$ cat src/rtl/gf8_pkg.sv
// Shared GF(2^3) constants and the evaluator state encoding.
// Field is built over P(x) = x^3 + x^2 + 1.
package gf8_pkg;

  localparam int GF_W = 3;
  localparam logic [GF_W:0] GF_POLY = 4'b1101;
  localparam logic [GF_W-1:0] GF_ONE = 3'd1;
  localparam logic [GF_W-1:0] GF_ZERO = 3'd0;

  typedef enum logic [1:0] {
    IDLE  = 2'd0,
    ACCUM = 2'd1,
    DONE  = 2'd2
  } gf8_state_t;

endpackage

$ cat src/rtl/mastrovito_multiplier.sv
// Combinational GF(2^3) multiplier: Z = A * B mod GF_POLY.
// Folds B MSB-first, reducing after every shift so no width growth escapes.
module mastrovito_multiplier
  import gf8_pkg::*;
(
  input  logic [GF_W-1:0] A,
  input  logic [GF_W-1:0] B,
  output logic [GF_W-1:0] Z
);

  logic [GF_W:0] w_partial;

  always_comb begin
    w_partial = '0;
    for (int i = GF_W - 1; i >= 0; i--) begin
      w_partial = {w_partial[GF_W-1:0], 1'b0};
      if (w_partial[GF_W]) w_partial = w_partial ^ GF_POLY;
      if (B[i]) w_partial = w_partial ^ {1'b0, A};
    end
    Z = w_partial[GF_W-1:0];
  end

endmodule

$ cat src/rtl/gf8_horner_evaluator.sv
// Streaming Horner evaluator over GF(2^3): acc = acc*point ^ coef, highest degree first.
// Outputs are registered or decoded from state, so there is no input-to-output path.
module gf8_horner_evaluator
  import gf8_pkg::*;
#(
  parameter int MAX_TERMS = 7,
  parameter int CNT_W     = 3
) (
  input  logic            clk,
  input  logic            rst,
  input  logic            start,
  input  logic [GF_W-1:0] point,
  input  logic            coef_valid,
  output logic            coef_ready,
  input  logic [GF_W-1:0] coef_data,
  input  logic            coef_last,
  output logic            result_valid,
  input  logic            result_ready,
  output logic [GF_W-1:0] result_data,
  output logic            result_err,
  output logic            busy
);

  gf8_state_t      r_state;
  logic [GF_W-1:0] r_acc;
  logic [GF_W-1:0] r_point;
  logic [CNT_W-1:0] r_cnt;
  logic            r_err;

  logic [GF_W-1:0] w_product;
  logic            w_beat;
  logic            w_cnt_full;

  mastrovito_multiplier u_mult (
    .A (r_acc),
    .B (r_point),
    .Z (w_product)
  );

  assign w_beat     = coef_valid && (r_state == ACCUM);
  assign w_cnt_full = (r_cnt == CNT_W'(MAX_TERMS - 1));

  assign coef_ready   = (r_state == ACCUM);
  assign result_valid = (r_state == DONE);
  assign busy         = (r_state != IDLE);
  assign result_data  = r_acc;
  assign result_err   = r_err;

  // The accumulator doubles as the result register; it only moves on a beat,
  // so it is frozen for the whole time the result is presented in DONE.
  always_ff @(posedge clk) begin
    if (rst) begin
      r_state <= IDLE;
      r_acc   <= GF_ZERO;
      r_point <= GF_ZERO;
      r_cnt   <= '0;
      r_err   <= 1'b0;
    end else begin
      case (r_state)
        IDLE: begin
          if (start) begin
            r_point <= point;
            r_acc   <= GF_ZERO;
            r_cnt   <= '0;
            r_err   <= 1'b0;
            r_state <= ACCUM;
          end
        end
        ACCUM: begin
          if (w_beat) begin
            r_acc <= w_product ^ coef_data;
            r_cnt <= r_cnt + CNT_W'(1);
            if (coef_last) begin
              r_state <= DONE;
            end else if (w_cnt_full) begin
              r_err   <= 1'b1;
              r_state <= DONE;
            end
          end
        end
        DONE: begin
          if (result_ready) r_state <= IDLE;
        end
        default: r_state <= IDLE;
      endcase
    end
  end

endmodule

$ cat config.mk
export PLATFORM = sky130hd
export DESIGN_NAME = gf8_horner_evaluator
export DESIGN_NICKNAME = d
export VERILOG_FILES = /design/src/rtl/gf8_pkg.sv /design/src/rtl/mastrovito_multiplier.sv /design/src/rtl/gf8_horner_evaluator.sv
export SDC_FILE = /design/constraint.sdc
export NUM_CORES = 1
export LEC_CHECK = 0
export BUFFER_PORTS_ARGS = -buffer_cell sky130_fd_sc_hd__buf_2
export CAP_MARGIN = 30
export CORE_MARGIN = 4
export CORE_UTILIZATION = 40
export CTS_CLUSTER_SIZE = 12
export DETAILED_ROUTE_END_ITERATION = 6
export MAX_ROUTING_LAYER = met4
export PLACE_DENSITY = 0.66
export SETUP_SLACK_MARGIN = 0.02
export SKIP_CTS_REPAIR_TIMING = 1
export SYNTH_ARGS = -nofsm -noshare
export SYNTH_HDL_FRONTEND = slang
export SYNTH_SLANG_ARGS = --single-unit
$ cat constraint.sdc
create_clock -name clk -period 1.1 [get_ports clk]
set_input_delay 0.11 -clock clk [delete_from_list [all_inputs] [get_ports clk]]
set_output_delay 0.11 -clock clk [all_outputs]
set_load 0.005 [all_outputs]
* Yosys cells after proc, flatten, opt, wreduce, memory -nomap -nowiden
Cells that the tools add are included.
Cells by class: order comparisons 0, div/mod/pow operators 0, bitwise logic cells 5, shift-type cells 0, reduce and logical (&&, ||, !) cells 8, $add $sub $neg 1, equal/unequal tests 9, mux-type cells 21, multipliers 0
Operator list (count):
- 3-bit 2-to-1 mux | 8
- 3-bit one-hot mux with 2 select lines | 2
- 2-bit 2-to-1 mux | 5
- 3-bit XOR | 3
- 2-bit by 1-bit inequality test with 1-bit output, second input constant | 3
- 2-bit one-hot mux with 3 select lines | 1
- 5-bit AND reduction | 1
- 1-bit 2-to-1 mux | 4
- 2-bit inequality test, second input constant | 2
- 2-bit inverter | 2
- 4-bit AND reduction | 1
- 2-bit nonzero test | 2
- 3-bit by 1-bit adder with 3-bit output, second input constant | 1
- 3-bit == test, second input constant | 1
- 3-bit by 1-bit inequality test with 1-bit output, second input constant | 1
- 3-bit AND reduction | 1
- 2-bit by 1-bit == test with 1-bit output, second input constant | 1
- 2-bit == test, second input constant | 1
- 2-bit logical NOT | 1
- 1-bit one-hot mux with 2 select lines | 1
- 2-bit AND reduction | 1
- 1-bit logical AND | 1
Storage, ports and cells: output and inout bits 7, memories kept 0, bits in read-only memories 0, latch bits 0, input bits 12, RAM bits 0, register bits after elaboration 12, word-level logic and storage cells 49

* Longest topological paths before layout
Gate-level depths: netlist of run 1.
word-level depth 12, depth in mapped cells 6, mapped depth without buffers 6

* Hierarchy
From an unflattened synthesis of run 1, not the netlist that was laid out.
Unflattened totals: cells, all modules 98, area total of the unflattened synthesis 778.2 um^2
Modules (own cells, without submodules):
- gf8_horner_evaluator | seq. area each 240.2 um^2, cells an instance 65, area each 573.0 um^2, instances 1
- mastrovito_multiplier | seq. area each 0.0 um^2, cells an instance 33, area each 205.2 um^2, instances 1

* Least setup slack after synthesis of run 1
Ideal clock, no wire load.
path type reg-to-reg, start register r_state[1], end register r_acc[1] (netlist: result_data[1]), stages on the path, launching flop included 6, data required time 0.970 ns, path buffers 0, arrival 1.068 ns, slack -0.098 ns, clock period less this slack 1.198 ns, library setup time 0.130 ns, cells stage by stage dfxtp_1 -> or2_1 -> nor2_8 -> nor2_4 -> a22oi_1 -> nor2_1
Between the ends: word-level cells in the longest chain between the ends 4, elaborated cells on any way between the ends 8, those cells by class 3 x eq/ne; 1 x mux; 4 x reduce/logical
Ends and longest elaborated chain:
- start, declared | RTL line gf8_horner_evaluator.sv:24 | gf8_state_t r_state;
- start signal, assigned | RTL line gf8_horner_evaluator.sv:53 | r_state <= IDLE;
- start signal, assigned | RTL line gf8_horner_evaluator.sv:66 | r_state <= ACCUM;
- start signal, assigned | RTL line gf8_horner_evaluator.sv:74 | r_state <= DONE;
- 2-bit by 1-bit == test with 1-bit output | RTL line gf8_horner_evaluator.sv:40, gf8_horner_evaluator.sv:59
- 1-bit logical AND | RTL line gf8_horner_evaluator.sv:40 | assign w_beat = coef_valid && (r_state == ACCUM);
- 2-bit by 1-bit inequality test with 1-bit output (no line)
- 3-bit AND reduction (no line)
- end signal, assigned | RTL line gf8_horner_evaluator.sv:71 | r_acc <= w_product ^ coef_data;
- end, declared | RTL line gf8_horner_evaluator.sv:25 | logic [GF_W-1:0] r_acc;
Several ways; a longest one is shown, not always the timed one. A chain may end at the register's enable or synchronous reset.

* Worst setup path after layout of run 1
start register r_state[1], end output port result_valid
Between the ends: word-level cells in the longest chain between the ends 1
Ends and longest elaborated chain:
- 2-bit == test | RTL line gf8_horner_evaluator.sv:44 | assign result_valid = (r_state == DONE);
- end, declared | RTL line gf8_horner_evaluator.sv:17 | output logic result_valid,
Every way passes these cells.

==> results of run 1 <==
## through the flow
step / setup WS [ns] / util (%) / area, um^2 / setup TNS (ns)
final: -0.06737 / 62.87 / 1002 / -0.5448
after global routing: -0.1239 / 62.87 / 1002 / -1.152
after CTS: -0.1251 / 57.46 / 915.9 / -0.7653
after detailed placement: -0.1114 / 55.18 / 879.6 / -0.5206
after global placement: -0.1010 / 55.18 / 879.6 / -0.3844
after floorplan: -0.06217 / - / 714.4 / -0.2754
## registers in the layout, indices dropped and copies added, names as in the netlist
register	cells
r_point	3
result_data	3
r_cnt	3
r_state	2
result_err	1
## worst max-delay path, cell delays in order, from the launching register on
cell     delay [ns]
dfxtp_4        0.36
buf_4          0.14
and2b_1        0.16
buf_2          0.12
## where the power goes
group	internal, uW	total (uW)	switching [uW]
logic	135	250	114
registers	453	475	22.0
clock network	201	349	148
## cells in the final DEF, fill, tap and decap left out, types with 2 or more instances in the layout
| master | synthesis | layout |
|---|---|---|
| o21ai_1 | 2 | 3 |
| nand2_1 | 13 | 13 |
| mux2i_1 | 3 | 3 |
| nor3_2 | 2 | 2 |
| a21oi_1 | 3 | 3 |
| nor2_1 | 6 | 6 |
| nor2b_4 | 1 | 2 |
| xnor2_1 | 8 | 7 |
| buf_2 | 0 | 18 |
| dfxtp_4 | 0 | 3 |
| inv_1 | 5 | 4 |
| dfxtp_1 | 12 | 4 |
| xor2_1 | 3 | 2 |
| buf_4 | 0 | 9 |
| clkbuf_4 | 0 | 3 |
| dfxtp_2 | 0 | 5 |
## worst max path at each step
stage / startpoint / endpoint / slack [ns] / depth (start not counted)
2_1_floorplan: r_state[1] / result_data[1] / -0.06 / 5
3_3_place_gp: r_state[1] / result_data[1] / -0.10 / 5
3_5_place_dp: r_state[1] / result_data[1] / -0.11 / 5
4_1_cts: r_state[1] / result_data[1] / -0.13 / 5
5_1_grt: r_state[1] / r_point[1] / -0.12 / 4
6_report: r_state[1] / result_valid / -0.07 / 3
## cells by family after synthesis
family | share of synthesized area [%]
xor+xnor | 13.61
compound gates | 11.48
buf+inv | 4.770
fa+ha+maj | 3.533
flops | 33.92
simple gates | 28.45
mux | 4.240
## cell usage after synthesis
library cell  number  share of area [%]
o21ai_0            2                1.4
and2b_1            1                1.1
nand2_2            1               0.88
o21ai_1            2                1.4
nor2_1             6                3.2
nand4bb_1          1                1.6
a41oi_1            1                1.2
nor2b_4            1                1.9
xnor2_1            8                9.9
o22ai_1            1               0.88
mux2i_1            3                4.2
buf_6              1                1.6
nor2_8             1                2.8
dfxtp_1           12                 34
nor2b_1            1               0.88
ha_1               2                3.5
clkbuf_1           1               0.53
or2_1              1               0.88
xor2_1             3                3.7
nand2_1           13                6.9
o31ai_1            1                1.1
inv_1              5                2.7
a21oi_1            3                2.1
nand3b_1           1                1.1
a21oi_2            1                1.2
nor2_4             1                1.6
nor3_1             1               0.71
nand2b_1           1               0.88
a22oi_1            2                2.1
nor3_2             2                2.8
and2_4             1                1.2
## routing by layer
layer / vias to the layer above / GRT usage [%]
met1: 301 / 16.15
met5: - / -
li1: 327 / -
met3: 2 / 5.422
met2: 12 / 21.74
met4: 0 / 4.147
## area by class of cell
type	count	area, um^2	share of cell area (%)
repair buffers	28	168.9	16.85
clock buffers	4	36.28	3.620
inverters	5	18.77	1.873
well taps	24	30.03	2.996
flip-flops and latches	12	257.7	25.72
multi-input cells	62	490.5	48.94
==> flow_metrics.tcl, run 1 <==
set metrics [dict create \
    ys_seq_elements 12 \
    die_area_um2 2508 \
    cts-root-buf "clkbuf_4" \
    gr-usage-all-layers_pct 13.85 \
    drt_iter0_markers 11 \
    setup.worst_path.class "flop to output port" \
    tightest_slew_ns 0.2521 \
    r2r-end "result_err" \
    grt_pass1_wl_um 2580 \
    critPathLaunchType "flop" \
    hp-class "input port to flop" \
    violations "negative setup slack" \
    fin_total_pwr_uw 1074 \
    grt-ovfl-total 0 \
    wire_per_inst_um 11.44 \
    post-route-drc-count 0 \
    skew_ns 0.006435 \
    worstSkewPairLatency_ns 0.28 \
    fin_crit_sh_pct 106.1 \
    crit_fanout 3 \
    initial_utilization_pct 44.43 \
    final.min_clock_period_ns 1.167 \
    synth.distinct_cells 31 \
    arrival_ns 1.06 \
    status "finished with violations" \
    cp_data_required_time_ns 0.99 \
    clockBufferDepth 2 \
    hpwl_um 1176 \
    synth_seq_area_share_pct 33.92 \
    vdd_drop_max_uv 886.4 \
    wl_met3_um 70 \
    clkTransAtPathRegs_ns 0.07 \
    r2r-start "r_state[1]" \
    num-fill-cells 140 \
    rsz0062_at_grt "yes" \
    drt_first_pass_iters 4 \
    drt-met1-wl_um 708 \
    top_layer "met4" \
    die_w_um 50.08 \
    fp-row-count 14 \
    io_buffer_count 18 \
    fp.dieH_um 50.08 \
    syn-cell-area_um2 708.2 \
    cap_violations 0 \
    viasPerCell 4.756 \
    r2r_slack_ns -0.07 \
    hp-start "point[2]" \
    fin_nets 126 \
    antenna_cells 0 \
    cts_buffers 3 \
    power.leakage_uw 0.0004291 \
    syn2layout_area_growth_pct 41.52 \
    io_pins 19 \
    yosys_warnings 0 \
    htreeDepth 1 \
    syn-mean-instance-area_um2 8.743 \
    vias 642 \
    ant_nets 0 \
    antenna_found_initial 0 \
    holdWs_ns 0.07308 \
    core_area_um2 1594 \
    fmax_ghz 0.8566 \
    final-setup-viol-count 11 \
    rr_worst_depth 5 \
    final_cell_count_no_fill 135 \
    routed_wl_um 1544 \
    p_per_area_nw_per_um2 1071 \
    cts_tree "yes" \
    syn_inst 81 \
    slew_headroom_pct 83.19 \
    maxSlewViolCount 0 \
    grt_max_degree 14 \
    routabilityCongestion 0.7463 \
    hold_violations 0 \
    hold_path_depth 3 \
    routed-wl-met2_um 752 \
    crit_path_end_kind "output port" \
    syn-num-nets 95 \
    setup_ws_ns -0.06737 \
    drive_gt1_share_pct 50.45 \
    grt_pass1_vias 605 \
    cts.sinks 12 \
    placed_cells 129 \
    hold_end "r_point[2]" \
]
No activity file was read; power rests on OpenSTA's default activity.
==> run 2, diff against run 1 <==
--- a/config.mk
+++ b/config.mk
@@ -12,7 +12,7 @@
 export CTS_CLUSTER_SIZE = 12
 export DETAILED_ROUTE_END_ITERATION = 6
 export MAX_ROUTING_LAYER = met4
-export PLACE_DENSITY = 0.66
+export PLACE_DENSITY_LB_ADDON = 0.25
 export SETUP_SLACK_MARGIN = 0.02
 export SKIP_CTS_REPAIR_TIMING = 1
 export SYNTH_ARGS = -nofsm -noshare
==> constraint.sdc (replaced) <==
create_clock -name clk -period 1.37 [get_ports clk]
set_input_delay 0.137 -clock clk [delete_from_list [all_inputs] [get_ports clk]]
set_output_delay 0.137 -clock clk [all_outputs]
set_load 0.005 [all_outputs]
==> run 2 against run 1 <==
The run now ends clean. Clock power shrank 20%. Count of clock-buffer cells in the layout did not move. Routed wire length fell by 14%. Global-route usage shrank 2.0 points. Final area fell by 15%. Via count down 9.7%. Die area did not move. Critical path depth grew 2. First-iteration DRC count down 9.1%. Register-to-register slack gained 0.19 ns. Largest cell class unchanged.
==> flow_metrics.tcl, run 2 (same netlist as run 1, synthesis figures left out) <==
set metrics [dict create \
    worstSkewPairLatency_ns 0.27 \
    post-route-drc-count 0 \
    r2r_slack_ns 0.12 \
    slew_headroom_pct 83.78 \
    p_int_uw 595.8 \
    hpwl_um 1074 \
    seq_area_um2 240.2 \
    sequentialPowerShare_pct 47.9 \
    r2r-end "result_data[1]" \
    die_w_um 50.08 \
    critPathBufInv 0 \
    die_area_um2 2508 \
    viasPerCell 4.640 \
    cap_violations 0 \
    pwr-share-comb_pct 17.4 \
    clkTransAtPathRegs_ns 0.08 \
    grt-ovfl-total 0 \
    fin_crit_sh_pct 91.31 \
    clockBufferDepth 2 \
    cts_tree "yes" \
    gr-usage-all-layers_pct 11.84 \
    p_per_area_nw_per_um2 948.4 \
    drt_first_pass_iters 4 \
    routabilityCongestion 0.7265 \
    grt_pass1_wl_um 2208 \
    io_buffer_count 18 \
    cpPeakStageDelay_ns 0.36 \
    critPathLaunchType "flop" \
    setup.worst_path.class "flop to flop" \
    final_cell_mix "buf_2 (18), nand2_1 (13), dfxtp_1 (12), xnor2_1 (8), nor2_1 (6)" \
    final.min_clock_period_ns 1.251 \
    status "finished clean" \
    htreeDepth 1 \
    core_area_um2 1594 \
    hold_violations 0 \
    final_area_um2 849.6 \
    cts.sinks 12 \
    power_frac_clock_pct 34.7 \
    skew_ns 0.004689 \
    hold_end "r_point[0]" \
    grt_pass1_vias 527 \
    rsz0062_at_grt "no" \
    slowest_stage "dfxtp_1" \
    crit_fanout 8 \
    arrival_ns 1.41 \
    wire_per_inst_um 10.60 \
    drive_gt1_share_pct 29.70 \
    fp.dieH_um 50.08 \
    ant_nets 0 \
    critPathTopFamily "simple AND/OR/NAND/NOR gates" \
    drt_iter0_markers 10 \
    hp-class "input port to flop" \
    finalSetupTns_ns 0 \
    final-setup-viol-count 0 \
    grt_max_degree 14 \
    antenna_cells 0 \
    hold_path_depth 3 \
    fin_nets 116 \
    r2r-start "r_state[1]" \
    hp-start "point[0]" \
    cp_data_required_time_ns 1.53 \
    initial_utilization_pct 44.43 \
    vdd_drop_max_uv 710.1 \
    tightest_slew_ns 0.2430 \
    place_area_um2 813.3 \
    vias 580 \
    num-fill-cells 165 \
    power.leakage_uw 0.0003572 \
    layout_commonest_cell "buf_2" \
    cts-root-buf "clkbuf_4" \
    io_pins 19 \
    switching_share_pct 26.05 \
    p_sw_uw 209.9 \
    maxSlewViolCount 0 \
    cts_buffers 3 \
    antenna_found_initial 0 \
    fp-row-count 14 \
    multiInputGateArea_um2 434.2 \
    rr_worst_depth 5 \
    worstPathCellList "or2_1 -> nor2_8 -> nor2_4 -> a22oi_1 -> nor2_1" \
    syn2layout_area_growth_pct 19.96 \
    crit_path_end_kind "flop" \
    routed_wl_um 1325 \
    fmax_ghz 0.7994 \
]
==> run 2: changes by cell type in the layout (fill, tap and decap cells not counted), moves of 3 or more <==
cell / change
dfxtp_4: -3
dfxtp_1: +8
buf_4: -9
dfxtp_2: -5
==> run 2: metrics by stage <==
step | worst slack, ns | utilization, % | cells | total power (uW) | hold slack (ns)
detailed placement | 0.1336 | 51.02 | 121 | 536.7 | 0.3822
CTS | 0.1155 | 53.30 | 125 | 823.0 | 0.09296
global placement | 0.1547 | 51.02 | 121 | 534.5 | 0.3757
finish | 0.1190 | 53.30 | 125 | 805.8 | 0.1001
global route | 0.04629 | 53.30 | 125 | 858.6 | 0.1220
floorplan | 0.1724 | - | 81 | 494.7 | 0.2508
==> run 2: power by group through the flow <==
stage	Sequential (uW)	Clock, uW	Combinational [uW]
floorplan	389	0	105
global placement	394	0	140
detailed placement	394	0	143
CTS	386	294	143
global route	390	314	155
finish	386	279	141
==> run 2: layout make-up <==
class | count | share of cell area (%)
repair buffers | 18 | 10.60
flip-flops and latches | 12 | 28.28
inverters | 5 | 2.209
well taps | 24 | 3.535
multi-input cells | 62 | 51.10
clock buffers | 4 | 4.271
==> run 2: worst max path at each step <==
stage               start              to  slack, ns  cells past startpoint
2_1_floorplan  r_state[1]  result_data[1]       0.17                      5
3_3_place_gp   r_state[1]  result_data[1]       0.15                      5
3_5_place_dp   r_state[1]  result_data[1]       0.13                      5
4_1_cts        r_state[1]  result_data[1]       0.12                      5
5_1_grt        r_state[1]  result_data[1]       0.05                      5
6_report       r_state[1]  result_data[1]       0.12                      5
==> run 2: per-layer routing <==
layer | wire length [um] | global-route usage [%]
met4 | 10 | 2.765
met5 | 0 | -
met3 | 80 | 5.422
met1 | 585 | 14.62
met2 | 648 | 17.39
==> run 2: tightest hold or removal path, cell delays in order <==
cell and delay, ns:
buf_2 0.07, mux2i_1 0.05, nor2_1 0.07
==> run 3, diff against run 2 <==
--- a/config.mk
+++ b/config.mk
@@ -5,7 +5,7 @@
 export SDC_FILE = /design/constraint.sdc
 export NUM_CORES = 1
 export LEC_CHECK = 0
-export BUFFER_PORTS_ARGS = -buffer_cell sky130_fd_sc_hd__buf_2
+export BUFFER_PORTS_ARGS = -buffer_cell sky130_fd_sc_hd__buf_4
 export CAP_MARGIN = 30
 export CORE_MARGIN = 4
 export CORE_UTILIZATION = 40
==> run 3 against run 2 <==
Fmax shrank 0.53%. Utilization increased by 2.8 points. Sequential share of layout area shrank 1.4 points. Die area stayed put. First-iteration DRC count up 30%. Clock power rose by 2%. Register-to-register slack about the same. Sequential power hardly changed. Highest routed layer unchanged. Hold slack better by 0.0042 ns. Critical path depth unchanged. Setup slack worse by 0.0067 ns. Largest cell class unchanged. Largest power group unchanged.
==> flow_metrics.tcl, run 3 (same netlist as run 1, synthesis figures left out) <==
set metrics [dict create \
    status "finished clean" \
    fmax_ghz 0.7951 \
    r2r-start "r_state[1]" \
    grt_pass1_vias 491 \
    worstPathCellList "or2_1 -> nor2_8 -> nor2_4 -> a22oi_1 -> nor2_1" \
    crit_start "r_state[1]" \
    drt_first_pass_iters 4 \
    viasPerCell 4.672 \
    slowest_stage "dfxtp_1" \
    cp_data_required_time_ns 1.55 \
    gr-usage-all-layers_pct 12.38 \
    cts-root-buf "clkbuf_4" \
    drive_gt1_share_pct 29.70 \
    fin_nets 116 \
    fp-row-count 14 \
    slew_headroom_pct 84.59 \
    drt_iter0_markers 13 \
    post-route-drc-count 0 \
    routabilityCongestion 0.7304 \
    tightest_slew_ns 0.2288 \
    rsz0062_at_grt "no" \
    crit_fanout 8 \
    core_area_um2 1594 \
    critPathTopFamily "simple AND/OR/NAND/NOR gates" \
    vias 584 \
    die_area_um2 2508 \
    grt-ovfl-total 0 \
    finalSetupTns_ns 0 \
    maxSlewViolCount 0 \
    p_per_area_nw_per_um2 925.6 \
    grt_max_degree 14 \
    fin_crit_sh_pct 91.80 \
    skew_ns 0.005395 \
    place_ws_ns 0.1308 \
    grt_pass1_wl_um 2235 \
    arrival_ns 1.43 \
    wire_per_inst_um 11.19 \
    layout_commonest_cell "buf_4" \
    htreeDepth 1 \
    crit_path_end_kind "flop" \
    final.min_clock_period_ns 1.258 \
    cp-endpoint "result_data[1]" \
    num-fill-cells 162 \
    crit_cells 5 \
    clockBufferDepth 2 \
    final_area_um2 894.6 \
    hold_violations 0 \
    critPathBufInv 0 \
    fp.dieH_um 50.08 \
    setup.worst_path.class "flop to flop" \
    final-setup-viol-count 0 \
    initial_utilization_pct 44.43 \
    rr_worst_depth 5 \
    cts.sinks 12 \
    setup_ws_ns 0.1123 \
    r2r_slack_ns 0.11 \
    antenna_found_initial 0 \
    multiInputGateArea_um2 434.2 \
    vdd_drop_max_uv 764.3 \
    cpPeakStageDelay_ns 0.37 \
    cts_buffers 3 \
    syn2layout_area_growth_pct 26.33 \
    hpwl_um 1075 \
    routed_wl_um 1399 \
    final_util_pct 56.12 \
    ant_nets 0 \
    critPathLaunchType "flop" \
    final_cell_mix "buf_4 (18), nand2_1 (13), dfxtp_1 (12), xnor2_1 (8), nor2_1 (6)" \
    antenna_cells 0 \
    cap_violations 0 \
    power.leakage_uw 0.0003672 \
    io_buffer_count 18 \
    seq_area_um2 240.2 \
    clkTransAtPathRegs_ns 0.08 \
    r2r-end "result_data[1]" \
    hp-class "input port to flop" \
    place_area_um2 858.3 \
    io_pins 19 \
    cts_tree "yes" \
    die_w_um 50.08 \
    worstSkewPairLatency_ns 0.28 \
]
==> run 3: worst min path at each step <==
stage                     startpoint  depth (start not counted)        endpoint
after floorplan                  rst                          1  result_data[2]
after detailed placement    point[2]                          3      r_point[2]
final                       point[1]                          3      r_point[1]
after CTS                   point[1]                          3      r_point[1]
after global routing        point[0]                          3      r_point[0]
after global placement      point[0]                          3      r_point[0]
==> run 3: area by class of cell <==
class / count / area share, %
clock buffer: 4 / 4.056
tap: 24 / 3.357
inverter: 5 / 2.098
sequential: 12 / 26.85
timing repair buffer: 18 / 15.10
multi-input combinational: 62 / 48.53
==> run 3: report_power, final <==
| part | switching (uW) | total [uW] | internal (uW) | leakage (uW) |
|---|---|---|---|---|
| Combinational | 73.1 | 157 | 83.9 | 0.000248 |
| Clock | 123 | 284 | 162 | 0.0000210 |
| Sequential | 21.6 | 387 | 365 | 0.0000977 |
| Total | 217 | 828 | 611 | 0.000367 |
==> run 3: routing by layer <==
metal / track usage, % / share of wire [%]
met4: 4.147 / 1.4
met1: 16.18 / 49
met2: 16.74 / 46
met5: - / 0
met3: 5.422 / 3.6
==> run 3: stage by stage <==
stage                     power (uW)  std cells  hold WS (ns)
after floorplan                494.7         81        0.2508
after global placement         549.9        121        0.3698
after detailed placement       553.1        121        0.3840
after CTS                      837.7        125        0.1078
after global routing           874.8        125        0.1164
final                          828.0        125        0.1043
==> run 3: worst min-delay path: cells and delay by family <==
kind	cells	cell delay, ns
muxes	1	0.05
buffers and inverters	1	0.08
and+or+nand+nor	1	0.08
